$ cat src/rtl/compressor_guard.sv
// Two-zone compressor protection: per-zone min-on / run-on / min-off sequencing
// plus a shared stagger timer so the two compressors never start together.
module compressor_guard #(
    parameter int unsigned MIN_OFF = 180,
    parameter int unsigned MIN_ON  = 60,
    parameter int unsigned OVERRUN = 30,
    parameter int unsigned STAGGER = 10
) (
    input  logic       clock,
    input  logic       reset_n,
    input  logic       tick,
    input  logic [1:0] ac_req,
    input  logic [1:0] ht_req,
    input  logic [1:0] fo_req,
    input  logic [1:0] fh_req,
    output logic       ac1,
    output logic       ac2,
    output logic       ht1,
    output logic       ht2,
    output logic       f1O,
    output logic       f1H,
    output logic       f2O,
    output logic       f2H,
    output logic [1:0] lockout
);

    typedef enum logic [2:0] {LOCKOUT, IDLE, COOL, HEAT, RUNON} zone_state_t;

    localparam logic [7:0] MIN_OFF_C = 8'(MIN_OFF);
    localparam logic [7:0] MIN_ON_C  = 8'(MIN_ON);
    localparam logic [7:0] OVERRUN_C = 8'(OVERRUN);
    localparam logic [7:0] STAGGER_C = 8'(STAGGER);

    zone_state_t state_reg [2];
    zone_state_t state_next [2];
    logic [7:0]  cnt_reg [2];
    logic [7:0]  cnt_next [2];
    logic [7:0]  stagger_reg, stagger_next;
    logic [1:0]  cool_want, permit;
    logic [1:0]  ac_reg, ht_reg, fo_reg, fh_reg, lock_reg;
    logic [1:0]  ac_next, ht_next, fo_next, fh_next, lock_next;

    function automatic logic [7:0] dec_on_tick(input logic [7:0] value, input logic t);
        return (t && value != 8'd0) ? value - 8'd1 : value;
    endfunction

    // Zone 1 wins a simultaneous start; zone 2 is held off by the stagger reload.
    always_comb begin
        for (int z = 0; z < 2; z++) begin
            cool_want[z] = (state_reg[z] == IDLE) && ac_req[z];
        end
        permit[0] = (stagger_reg == 8'd0);
        permit[1] = (stagger_reg == 8'd0) && !cool_want[0];
    end

    always_comb begin
        stagger_next = dec_on_tick(stagger_reg, tick);
        ac_next   = 2'b00;
        ht_next   = 2'b00;
        fo_next   = 2'b00;
        fh_next   = 2'b00;
        lock_next = 2'b00;
        for (int z = 0; z < 2; z++) begin
            state_next[z] = state_reg[z];
            cnt_next[z]   = dec_on_tick(cnt_reg[z], tick);
            case (state_reg[z])
                LOCKOUT: if (cnt_reg[z] == 8'd0) state_next[z] = IDLE;
                IDLE: begin
                    if (cool_want[z] && permit[z]) begin
                        state_next[z] = COOL;
                        cnt_next[z]   = MIN_ON_C;
                        stagger_next  = STAGGER_C;
                    end else if (ht_req[z]) begin
                        state_next[z] = HEAT;
                        cnt_next[z]   = MIN_ON_C;
                    end
                end
                COOL: if (!ac_req[z] && cnt_reg[z] == 8'd0) begin
                    state_next[z] = RUNON;
                    cnt_next[z]   = OVERRUN_C;
                end
                HEAT: if (!ht_req[z] && cnt_reg[z] == 8'd0) begin
                    state_next[z] = RUNON;
                    cnt_next[z]   = OVERRUN_C;
                end
                RUNON: if (cnt_reg[z] == 8'd0) begin
                    state_next[z] = LOCKOUT;
                    cnt_next[z]   = MIN_OFF_C;
                end
                default: begin
                    state_next[z] = LOCKOUT;
                    cnt_next[z]   = MIN_OFF_C;
                end
            endcase
            // Outputs follow the state being entered so they land with it.
            ac_next[z]   = (state_next[z] == COOL);
            ht_next[z]   = (state_next[z] == HEAT);
            lock_next[z] = (state_next[z] == LOCKOUT);
            fo_next[z]   = fo_req[z] || (state_next[z] == COOL) ||
                           (state_next[z] == HEAT) || (state_next[z] == RUNON);
            fh_next[z]   = fh_req[z] && fo_next[z];
        end
    end

    always_ff @(posedge clock or negedge reset_n) begin
        if (!reset_n) begin
            for (int z = 0; z < 2; z++) begin
                state_reg[z] <= LOCKOUT;
                cnt_reg[z]   <= MIN_OFF_C;
            end
            stagger_reg <= 8'd0;
            ac_reg      <= 2'b00;
            ht_reg      <= 2'b00;
            fo_reg      <= 2'b00;
            fh_reg      <= 2'b00;
            lock_reg    <= 2'b00;
        end else begin
            for (int z = 0; z < 2; z++) begin
                state_reg[z] <= state_next[z];
                cnt_reg[z]   <= cnt_next[z];
            end
            stagger_reg <= stagger_next;
            ac_reg      <= ac_next;
            ht_reg      <= ht_next;
            fo_reg      <= fo_next;
            fh_reg      <= fh_next;
            lock_reg    <= lock_next;
        end
    end

    assign ac1     = ac_reg[0];
    assign ac2     = ac_reg[1];
    assign ht1     = ht_reg[0];
    assign ht2     = ht_reg[1];
    assign f1O     = fo_reg[0];
    assign f2O     = fo_reg[1];
    assign f1H     = fh_reg[0];
    assign f2H     = fh_reg[1];
    assign lockout = lock_reg;

endmodule

$ cat config.mk
export PLATFORM = sky130hd
export DESIGN_NAME = compressor_guard
export DESIGN_NICKNAME = d
export VERILOG_FILES = /design/src/rtl/compressor_guard.sv
export SDC_FILE = /design/constraint.sdc
export NUM_CORES = 1
export LEC_CHECK = 0
export BUFFER_PORTS_ARGS = -buffer_cell sky130_fd_sc_hd__clkbuf_2
export CAP_MARGIN = 20
export CORE_UTILIZATION = 38
export CTS_CLUSTER_DIAMETER = 80
export CTS_CLUSTER_SIZE = 30
export DETAILED_ROUTE_END_ITERATION = 8
export GPL_ROUTABILITY_DRIVEN = 0
export SETUP_SLACK_MARGIN = 0.2
export SLEW_MARGIN = 25
export SYNTH_ARGS = -nofsm -noshare
export SYNTH_HDL_FRONTEND = slang
export SYNTH_SLANG_ARGS = --single-unit
$ cat constraint.sdc
create_clock -name clock -period 2.4 [get_ports clock]
set_clock_uncertainty 0.05 [all_clocks]
set_input_delay 0.36 -clock clock [delete_from_list [all_inputs] [get_ports clock]]
set_output_delay 0.36 -clock clock [all_outputs]
set_load 0.02 [all_outputs]
==> results.toml, run 1 <==
[global_routing]
grt_pass1_wl_um = 8825
grt_usage_pct = 17.93
grt_pass1_vias = 1817
grt.overflow.total = 0
grt_antenna_before_repair = 0
grt_max_degree = 26

[yosys]
ys_seq_elements = 40
synth-xor-area-share_pct = 4.164
synthAdderAreaFrac_pct = 2.163
yosysUniqueCellTypes = 70
yosysWarnings = 0
avgSynthCellArea_sq_um = 10.02
synthesis.instances = 231
synthArstFlopShare_pct = 100.0
syn_nets = 246
synthFlopType = "dfrtp_1"
synth_compound_area_share_pct = 19.79
synth_top_area_share_pct = 34.61
yosysTopAreaCell = "dfrtp_1"
synth.area.mux_share_pct = 3.137
syn-cell-area_sq_um = 2313
ys_seq_area_share_pct = 43.70
synth_top_family_by_area = "simple AND/OR/NAND/NOR gates"
synth-edff-count = 0
netlist_top_cells_area = "dfrtp_1 (35%), dfstp_2 (9.1%), nor2_1 (3.1%)"
yosys.area_share.simple_pct = 23.85

[clock_network]
cts_root_buf = "clkbuf_8"
clock_path_buffers = 2
cts_tree = "built"
cts.sinks = 40
cts.htree.levels = 2
cts_buffers = 5
clk_pin_slew_ns = 0.08
clock_latency_ns = 0.30
post_cts_buffers = 0

[final_layout]
syn_to_final_growth_pct = 14.82
antenna_cells = 0
num-nets-final = 275
final_common_cell = "dfrtp_1"
final_layout_size_suffix_gt1_share_pct = 25.67
layout_common_cells = "dfrtp_1 (32), clkbuf_2 (20), nand2_1 (18), nor2_1 (18), inv_1 (14)"
largest_reg_flops = 16

[floorplanning]
die_area_sq_um = 6404
core_area_sq_um = 5886
start_util_pct = 39.31
pin_count = 21
die_h_um = 80.03
die_x_um = 80.03
num_rows = 28

[place]
port_buffers = 20
pre_cts_slack_ns = 0.3141
hpwlAfterDp_um = 3634

[sta]
max-slew-margin-rel_pct = 57.93
finalCriticalPeriod_ns = 2.104
finalSetupViolCount = 0
tns_ns = 0
tightest_slew_ns = 0.6310
fmax_mhz = 475.2
fin_crit_sh_pct = 87.68
drv_slew = 0
hold_violations = 0
setup_ws_ns = 0.2958
rsz0062_at_grt = "true"

[setup_path]
reg2reg_depth = 6
arrival_ns = 2.25
r2r_end = "cnt_reg[9]"
path_cells = "inv_1, ha_1, or4b_1, nor2_2, a311oi_1, o32ai_1"
path_class = "reg -> reg"
worstReg2RegStart = "cnt_reg[9]"
start_kind = "flip-flop"
cp_max_fo = 5
required_ns = 2.55
critical_path_buf_inv_count = 1
reg2reg_slack_ns = 0.30
critical_path.max_stage_delay_ns = 0.56
critPathSlowestCell = "or4b_1"
worstSetupEndpointType = "flip-flop"
cp.depth = 6
critPathTopFamily = "simple AND/OR/NAND/NOR gates"

[drt]
postRouteAntennaNets = 0
first_pass_iters = 8
viasPerCell = 5.658
drc = 1
wire_per_inst_um = 15.20
wl_um = 5107
drt_iter0_drc = 190
vias = 1901

[hold_path]
hold_path.class = "in -> async"

[power]
leakage_nw = 1.107
vdd_drop_max_uv = 431.4
power_density_nw_per_um2 = 1130

[job]
max_cap_viol_count = 0

[run_status]
status = "finished, violations left"
violations = "DRC"
-- routing by layer --
layer / part of all wire (%) / GRT usage [%] / wire [um]
met3: 5.5 / 4.000 / 281
met1: 48 / 25.79 / 2471
met4: 2.1 / 6.607 / 108
met5: 0 / 0 / 0
met2: 44 / 26.07 / 2246
-- synth_stat cells (4+ instances only) --
cell	number
a21oi_1	9
dfrtp_1	32
dfstp_2	8
ha_1	4
inv_1	14
mux2i_1	5
nand2_1	18
nand3_1	4
nor2_1	19
nor3_1	9
nor3b_1	4
o211ai_1	5
o21ai_0	7
or2_2	4
xnor2_1	8
-- worst reg2reg max path: stages (launching register included) --
cell	delay [ns]
dfrtp_1	0.42
inv_1	0.11
ha_1	0.21
or4b_1	0.56
nor2_2	0.21
a311oi_1	0.12
o32ai_1	0.32
-- report_power, final --
part | total [mW] | internal, mW | switching [mW]
Sequential | 1.28 | 0.976 | 0.302
Clock | 0.559 | 0.308 | 0.251
Combinational | 1.17 | 0.545 | 0.620
-- kinds of logic after synthesis --
kind of cell               count (synthesis)
AOI/OAI and AO/OA                         60
xor gates and xnor gates                  11
adders and majority gates                  4
buffers and inverters                     19
DFF                                       40
muxes                                      7
and+or+nand+nor                           90
-- worst max path at each step --
stage | start | to | slack (ns)
floorplan | cnt_reg[0] | cnt_reg[1] | 0.42
finish | cnt_reg[9] | cnt_reg[9] | 0.30
CTS | cnt_reg[0] | cnt_reg[1] | 0.29
global placement | cnt_reg[0] | cnt_reg[1] | 0.32
global route | cnt_reg[8] | fh_reg[0] | 0.20
detailed placement | cnt_reg[0] | cnt_reg[1] | 0.31
-- through the flow --
| step | util (%) | power (mW) | std cells | instance area, sq um | hold slack, ns |
|---|---|---|---|---|---|
| floorplan | - | 2.122 | 231 | 2313 | 0.01441 |
| global placement | 43.13 | 2.425 | 328 | 2539 | 0.3745 |
| detailed placement | 43.13 | 2.435 | 328 | 2539 | 0.3668 |
| CTS | 45.03 | 3.013 | 336 | 2650 | 0.03708 |
| global route | 45.13 | 3.258 | 336 | 2656 | 0.06525 |
| finish | 45.13 | 3.003 | 336 | 2656 | 0.01487 |
-- timing repair --
action,in CTS,in global routing
hold buffers,0,0
resized for setup,0,2
hold endpoints to repair,0,0
endpoints found under the setup margin,0,2
-- cell type report --
class / instances / area (sq um)
inverter: 14 / 52.55
fill: 573 / 3229
timing repair buffer: 27 / 152.6
multi-input combinational: 172 / 1235
clock inverter: 3 / 42.54
clock buffer: 5 / 68.82
sequential: 40 / 1011
tap: 75 / 93.84
No activity file was read; power rests on OpenSTA's default activity.
==> run 2, diff against run 1 <==
--- a/config.mk
+++ b/config.mk
@@ -12,6 +12,7 @@
 export CTS_CLUSTER_SIZE = 30
 export DETAILED_ROUTE_END_ITERATION = 8
 export GPL_ROUTABILITY_DRIVEN = 0
+export REMOVE_ABC_BUFFERS = 1
 export SETUP_SLACK_MARGIN = 0.2
 export SLEW_MARGIN = 25
 export SYNTH_ARGS = -nofsm -noshare
==> constraint.sdc (replaced) <==
create_clock -name clock -period 2.4 [get_ports clock]
set_clock_uncertainty 0.05 [all_clocks]
set_input_delay 0.24 -clock clock [delete_from_list [all_inputs] [get_ports clock]]
set_output_delay 0.24 -clock clock [all_outputs]
set_load 0.02 [all_outputs]
==> results.toml, run 2 (synthesized netlist as in run 1, its figures left out) <==
[setup_path]
path_class = "reg -> reg"
critical_path_buf_inv_count = 1
worstReg2RegStart = "cnt_reg[0]"
reg2reg_slack_ns = 0.30
reg2reg_depth = 6
path_cells = "inv_1, ha_1, or3b_2, o21ai_1, mux2_1, a211oi_1"
arrival_ns = 2.25
critPathTopFamily = "simple AND/OR/NAND/NOR gates"
critPathSlowestCell = "or3b_2"
r2r_end = "cnt_reg[1]"
required_ns = 2.55
cp_max_fo = 4
start_kind = "flip-flop"
critical_path.max_stage_delay_ns = 0.51
worstSetupEndpointType = "flip-flop"

[place]
port_buffers = 20
post_dp_cell_area_sq_um = 2524
hpwlAfterDp_um = 3612

[power]
leakage_nw = 1.095
power_frac_clock_pct = 16.0
p_total_mw = 2.914
power_density_nw_per_um2 = 1103
p_seq_share_pct = 43.9
p_comb_share_pct = 40.1
p_switching_mw = 1.158
switching_share_pct = 39.76
p_int_mw = 1.755
vdd_drop_max_uv = 467.7

[run_status]
violations = "DRC"
status = "finished, violations left"

[clock_network]
cts.htree.levels = 2
cts_root_buf = "clkbuf_8"
cts_tree = "built"
cts.sinks = 40
clk_pin_slew_ns = 0.07
cts_buffers = 5
clock_latency_ns = 0.29
clock_path_buffers = 2

[final_layout]
final_common_cell = "dfrtp_1"
post-route-cell-area_sq_um = 2643
fillerInstances = 563
layout_common_cells = "dfrtp_1 (32), clkbuf_2 (20), nand2_1 (18), nor2_1 (18), inv_1 (14)"
syn_to_final_growth_pct = 14.22
num-nets-final = 274
largest_reg_flops = 16
final_layout_size_suffix_gt1_share_pct = 24.23
antenna_cells = 0

[job]
max_cap_viol_count = 0

[drt]
wl_met3_um = 154
drt-met1-wl_um = 2517
drt_iter0_drc = 119
drc = 1
wire_per_inst_um = 14.75
highest_layer = "met4"
wl_met2_um = 2149
viasPerCell = 5.549
postRouteAntennaNets = 0
vias = 1859
first_pass_iters = 6
wl_um = 4942

[global_routing]
grt_antenna_before_repair = 0
grt_pass1_vias = 1793
grt.overflow.total = 0
grt_pass1_wl_um = 8445
grt_usage_pct = 17.23
grt_max_degree = 32

[sta]
fin_crit_sh_pct = 87.46
tightest_slew_ns = 0.6126
hold_violations = 0
fmax_mhz = 476.4
tns_ns = 0
max-slew-margin-rel_pct = 59.07
rsz0062_at_grt = "true"
finalSetupViolCount = 0
drv_slew = 0
finalCriticalPeriod_ns = 2.099

[floorplanning]
pin_count = 21
die_x_um = 80.03
die_area_sq_um = 6404
die_h_um = 80.03
num_rows = 28
start_util_pct = 39.31
core_area_sq_um = 5886

[hold_path]
hold_start = "fo_req[1]"
hold_end = "fo_reg[1]"
whs_path_depth = 2
hold_path.class = "in -> reg"
run 2: through the flow:
step | hold slack (ns) | cells | util (%) | setup WS, ns
after floorplan | -0.1056 | 226 | - | 0.4211
after global placement | 0.07594 | 326 | 42.88 | 0.3293
after detailed placement | 0.07563 | 326 | 42.88 | 0.3230
after CTS | 0.09560 | 335 | 44.58 | 0.2916
after global routing | 0.1143 | 335 | 44.90 | 0.2005
final | 0.1047 | 335 | 44.90 | 0.3009
run 2: power by group through the flow:
stage | logic, mW | clock network, mW | registers, mW
global route | 1.32 | 0.513 | 1.33
CTS | 1.16 | 0.489 | 1.27
finish | 1.17 | 0.466 | 1.28
detailed placement | 1.16 | 0 | 1.28
global placement | 1.14 | 0 | 1.28
floorplan | 0.838 | 0 | 1.27
run 2: what timing repair did:
action | 4_1_cts | 5_1_grt
resized for setup | 0 | 3
endpoints found under the setup margin | 0 | 8
hold buffers | 1 | 0
setup buffers | 0 | 0
endpoints found under the hold margin | 7 | 0
run 2: layout make-up:
type,instances,area [sq um],share of cell area (%)
multi-input cells,172,1247,47.21
flip-flops and latches,40,1011,38.26
repair buffers,26,147.6,5.587
well taps,75,93.84,3.551
clock buffers,8,90.09,3.409
inverters,14,52.55,1.989
run 2: worst max path at each step:
stage               startpoint  cells after the start  slack, ns         end
finish              cnt_reg[0]                      6       0.30  cnt_reg[1]
floorplan           cnt_reg[0]                      6       0.42  cnt_reg[1]
CTS                 cnt_reg[0]                      6       0.29  cnt_reg[1]
detailed placement  cnt_reg[0]                      6       0.32  cnt_reg[1]
global route        cnt_reg[0]                      6       0.20  cnt_reg[1]
global placement    cnt_reg[0]                      6       0.33  cnt_reg[1]
run 2: layer usage:
| layer | vias to the layer above | GRT usage [%] |
|---|---|---|
| met4 | 0 | 8.036 |
| met5 | - | 0 |
| li1 | 918 | - |
| met3 | 11 | 3.314 |
| met2 | 36 | 25.30 |
| met1 | 894 | 24.20 |
